File: src/rtl/nrzi_eop_encoder.sv
// USB full-speed NRZI line encoder with EOP (SE0 then J) generation, one bit per clock.
// Optional per-packet bit counter enabled by defining NRZI_BIT_COUNT_EN.
module nrzi_eop_encoder #(
  parameter int EOP_SE0_CYCLES = 2,
  parameter int IDLE_J_CYCLES  = 1
`ifdef NRZI_BIT_COUNT_EN
  , parameter int CNT_W        = 16
`endif
) (
  input  logic             clock,
  input  logic             reset_n,
  input  logic             in_bit,
  input  logic             in_valid,
  output logic             dp,
  output logic             dm,
  output logic             busy,
  output logic             eop_done,
  output logic             overrun
`ifdef NRZI_BIT_COUNT_EN
  , output logic [CNT_W-1:0] bit_count
`endif
);

  typedef enum logic [1:0] {IDLE, SEND, SE0, EOPJ} state_t;

  localparam logic [2:0] SE0_LOAD = 3'(EOP_SE0_CYCLES - 1);
  localparam logic [2:0] J_LOAD   = 3'(IDLE_J_CYCLES - 1);
  localparam logic       J_LAST   = (IDLE_J_CYCLES == 1);

  state_t     state;
  logic [2:0] cnt;

  always_ff @(posedge clock or negedge reset_n) begin
    if (!reset_n) begin
      state    <= IDLE;
      cnt      <= '0;
      dp       <= 1'b1;
      dm       <= 1'b0;
      busy     <= 1'b0;
      eop_done <= 1'b0;
      overrun  <= 1'b0;
    end else begin
      eop_done <= 1'b0;
      overrun  <= 1'b0;
      case (state)
        IDLE: begin
          if (in_valid) begin
            // Every packet starts from J: a 0 toggles to K, a 1 holds J.
            dp    <= in_bit;
            dm    <= ~in_bit;
            busy  <= 1'b1;
            state <= SEND;
          end else begin
            dp <= 1'b1;
            dm <= 1'b0;
          end
        end
        SEND: begin
          if (in_valid) begin
            dp <= in_bit ? dp : ~dp;
            dm <= in_bit ? dm : ~dm;
          end else begin
            dp    <= 1'b0;
            dm    <= 1'b0;
            cnt   <= SE0_LOAD;
            state <= SE0;
          end
        end
        SE0: begin
          overrun <= in_valid;
          if (cnt == '0) begin
            dp       <= 1'b1;
            dm       <= 1'b0;
            cnt      <= J_LOAD;
            eop_done <= J_LAST;
            state    <= EOPJ;
          end else begin
            cnt <= cnt - 1'b1;
          end
        end
        EOPJ: begin
          overrun <= in_valid;
          if (cnt == '0) begin
            busy  <= 1'b0;
            state <= IDLE;
          end else begin
            cnt      <= cnt - 1'b1;
            eop_done <= (cnt == 3'd1);
          end
        end
        default: state <= IDLE;
      endcase
    end
  end

`ifdef NRZI_BIT_COUNT_EN
  always_ff @(posedge clock or negedge reset_n) begin
    if (!reset_n) begin
      bit_count <= '0;
    end else if (state == IDLE && in_valid) begin
      bit_count <= CNT_W'(1);
    end else if (state == SEND && in_valid && bit_count != '1) begin
      bit_count <= bit_count + 1'b1;
    end
  end
`endif

endmodule

File: config.mk
export PLATFORM = sky130hd
export DESIGN_NAME = nrzi_eop_encoder
export DESIGN_NICKNAME = d
export VERILOG_FILES = /design/src/rtl/nrzi_eop_encoder.sv
export SDC_FILE = /design/constraint.sdc
export NUM_CORES = 1
export LEC_CHECK = 0
export ABC_AREA = 1
export BUFFER_PORTS_ARGS = -buffer_cell sky130_fd_sc_hd__buf_4
export CAP_MARGIN = 25
export CELL_PAD_IN_SITES_DETAIL_PLACEMENT = 0
export CELL_PAD_IN_SITES_GLOBAL_PLACEMENT = 2
export CORE_MARGIN = 1.5
export CORE_UTILIZATION = 33
export DETAILED_ROUTE_END_ITERATION = 16
export GPL_TIMING_DRIVEN = 0
export PLACE_DENSITY = 0.83
export SETUP_SLACK_MARGIN = 0.5
export SYNTH_ARGS = -nofsm -noshare
export SYNTH_HDL_FRONTEND = slang
export SYNTH_SLANG_ARGS = --single-unit
File: constraint.sdc
create_clock -name clock -period 2.4 [get_ports clock]
set_clock_uncertainty 0.15 [all_clocks]
set_input_delay 0.36 -clock clock [delete_from_list [all_inputs] [get_ports clock]]
set_output_delay 0.36 -clock clock [all_outputs]
set_load 0.1 [all_outputs]
==> metrics.md <==
| Metric | Value |
|---|---|
| H-tree depth | 1 |
| Clk pin slew, worst setup/hold paths | 0.06 ns |
| WL final | 1200 um |
| CP max-delay cell | dfstp_2 |
| Final min period | 1.60 ns |
| Yosys reg bits | 10 |
| Top_reg_cell synth | dfrtp_1 |
| Outcome | completed |
| CTS max path bufs | 2 |
| Launch point of the worst path | dp$_DFFE_PN1P_ |
| Slew HR | 0.817 |
| Setup Fix Bufs, Post-CTS | 0 |
| Final setup vio count | 0 |
| Worst EP required | 1.89 ns |
| Ys Warns | 0 |
| Initial antenna violation count | 0 |
| Clock Sinks | 10 |
| Number of port buffers | 8 |
| Max Slew Vio Count | 0 |
| Vias in the first global route | 482 |
| Cell Area, Placed | 764 um^2 |
| Part of the cycle the worst path needs | 0.666 |
| Die area | 2310 um^2 |
| # rows | 16 |
| Antenna diodes | 0 |
| Unique masters post-synth | 19 |
| Gr usage total | 0.133 |
| RSZ-0062 raised after global routing | false |
| Post-route DRC violation count | 0 |
| Post-synth EDFFs | 0 |
| Largest net degree at the start of global routing | 11 |
| Total CTS buffers | 3 |
| Nets@finish | 113 |
| Syn Inst Count | 87 |
| CP Cell Sequence | buf_4 |
| Die Ht | 48.1 um |
| Root Buffer | clkbuf_4 |
| Area growth syn-to-layout | 20.9% |
| Sequential area share after synthesis | 0.375 |
| Share of cells above drive strength 1 | 0.200 |
| Vias post-DR | 521 |
| Final GP Congestion | 0.744 |
| DP Wirelength | 960 um |
| Pin slew with the least headroom to its limit | 0.277 ns |
| Hold Slack | 0.204 ns |
| Initial DRC count | 15 |
| CTS tree | built |
| Worst Path Buf+Inv | 1 |
| Die W | 48.1 um |
| CP Max Fanout | 3 |
| Initial core utilization | 0.345 |
| CP max stage delay | 0.54 ns |
| Hold Path Origin | in_valid |
| Net count after synthesis | 99 |
| Antenna-violating nets left | 0 |
| CP Capture Type | primary output |
| Worst hold path class | in -> reg |
| Vias per inst | 4.10 |
| Post-Syn Area per Cell | 7.71 um^2 |
| Worst Path Class, Setup | reg -> out |
| Pre-Repair DR Iteration Count | 4 |
| Routed WL per cell | 9.44 um |
| Post-synth ARST share | 1.00 |
| Setup tns final | 0 ns |
| Final Hold Viols | 0 |
| Later-pin clock latency in the skew report | 0.26 ns |
| First-pass GRT wire length | 2030 um |
| CP arrival | 1.09 ns |
| Design Area, Final | 811 um^2 |
| Area of the mapped netlist | 671 um^2 |
| Startpoint types | register |
| RR Startpoint | state[0]$_DFFE_PN0P_ |
| Delay-heaviest family, CP | flip-flops |
| Max Freq | 0.626 GHz |
| Core Box Area | 1940 um^2 |
| Overflow after GRT | 0 |
| Top-level I/O count | 9 |
| Max-cap violations | 0 |
layer usage:
| layer | up-vias | global-route usage | share of wire | wire [um] |
|---|---|---|---|---|
| met4 | 0 | 0.0486 | 0.0075 | 9 |
| met1 | 209 | 0.168 | 0.52 | 621 |
| li1 | 300 | - | - | - |
| met3 | 2 | 0.0679 | 0.049 | 59 |
| met2 | 10 | 0.195 | 0.42 | 509 |
| met5 | - | 0 | 0 | 0 |
registers in the layout (all words and copies together) (netlist names):
| signal | count |
|---|---|
| cnt | 3 |
| dp | 1 |
| state | 2 |
| eop_done | 1 |
| dm | 1 |
| busy | 1 |
| overrun | 1 |
kinds of logic after synthesis:
kind of cell / after synthesis / share of synthesized area
buf+inv: 15 / 0.0839
fa+ha+maj: 8 / 0.149
flops: 10 / 0.375
compound gates: 12 / 0.112
simple gates: 42 / 0.280
repair_timing:
item                      4_1_cts  5_1_grt
hold endpoints to repair       10        0
gates resized for setup         0        0
hold buffers                    1        0
metrics by stage:
step	std cells	setup WS, ns	utilization
after global placement	122	0.847	0.394
final	127	0.803	0.418
after global routing	127	0.646	0.418
after floorplan	87	0.942	-
after detailed placement	122	0.837	0.394
after CTS	127	0.790	0.418
worst paths after layout:
path / slack, ns / end / cells past startpoint
setup / recovery: 0.80 / dp / 1
hold / removal: 0.20 / overrun$_DFF_PN0_ / 2
setup reg to reg: 0.84 / dm$_DFFE_PN0P_ / 6
hold reg to reg: 0.34 / dp$_DFFE_PN1P_ / 2
max in group asynchronous: 1.58 / dp$_DFFE_PN1P_ / 2
min in group asynchronous: 0.31 / state[1]$_DFFE_PN0P_ / 2
area by class of cell:
cell class / count / area [um^2]
Clock buffer: 4 / 36.3
Fill cell: 203 / 1130
Inverter: 15 / 56.3
Multi-Input combinational cell: 62 / 363
Sequential cell: 10 / 251
Tap cell: 27 / 33.8
Timing Repair Buffer: 9 / 70.1
synthesized netlist by cell type (2+ instances only):
library cell  count  area (um^2)
nand2_1          25         93.8
inv_1            14         52.6
dfrtp_1           9          225
ha_1              8          100
nand3_1           6         30.0
nor2_1            5         18.8
o21ai_0           4         20.0
o21ai_1           3         15.0
nand2_2           2         12.5
nand3_2           2         20.0
cells in the final DEF, fill, tap and decap left out:
cell and instances:
buf_4 8, clkbuf_4 3, clkbuf_8 1, dfrtp_1 9, dfstp_2 1, dlygate4sd3_1 1, ha_1 8, inv_1 14
inv_2 1, nand2_1 25, nand2_2 2, nand3_1 6, nand3_2 2, nand4_1 1, nor2_1 5, nor2_2 1
o21a_1 1, o21ai_0 4, o21ai_1 3, o21bai_1 1, o21bai_2 1, o22ai_1 1, o31ai_1 1
Power is left out: the tool's default activity adds up to more than one toggle a clock period on the data nets, which glitch-free logic cannot reach.
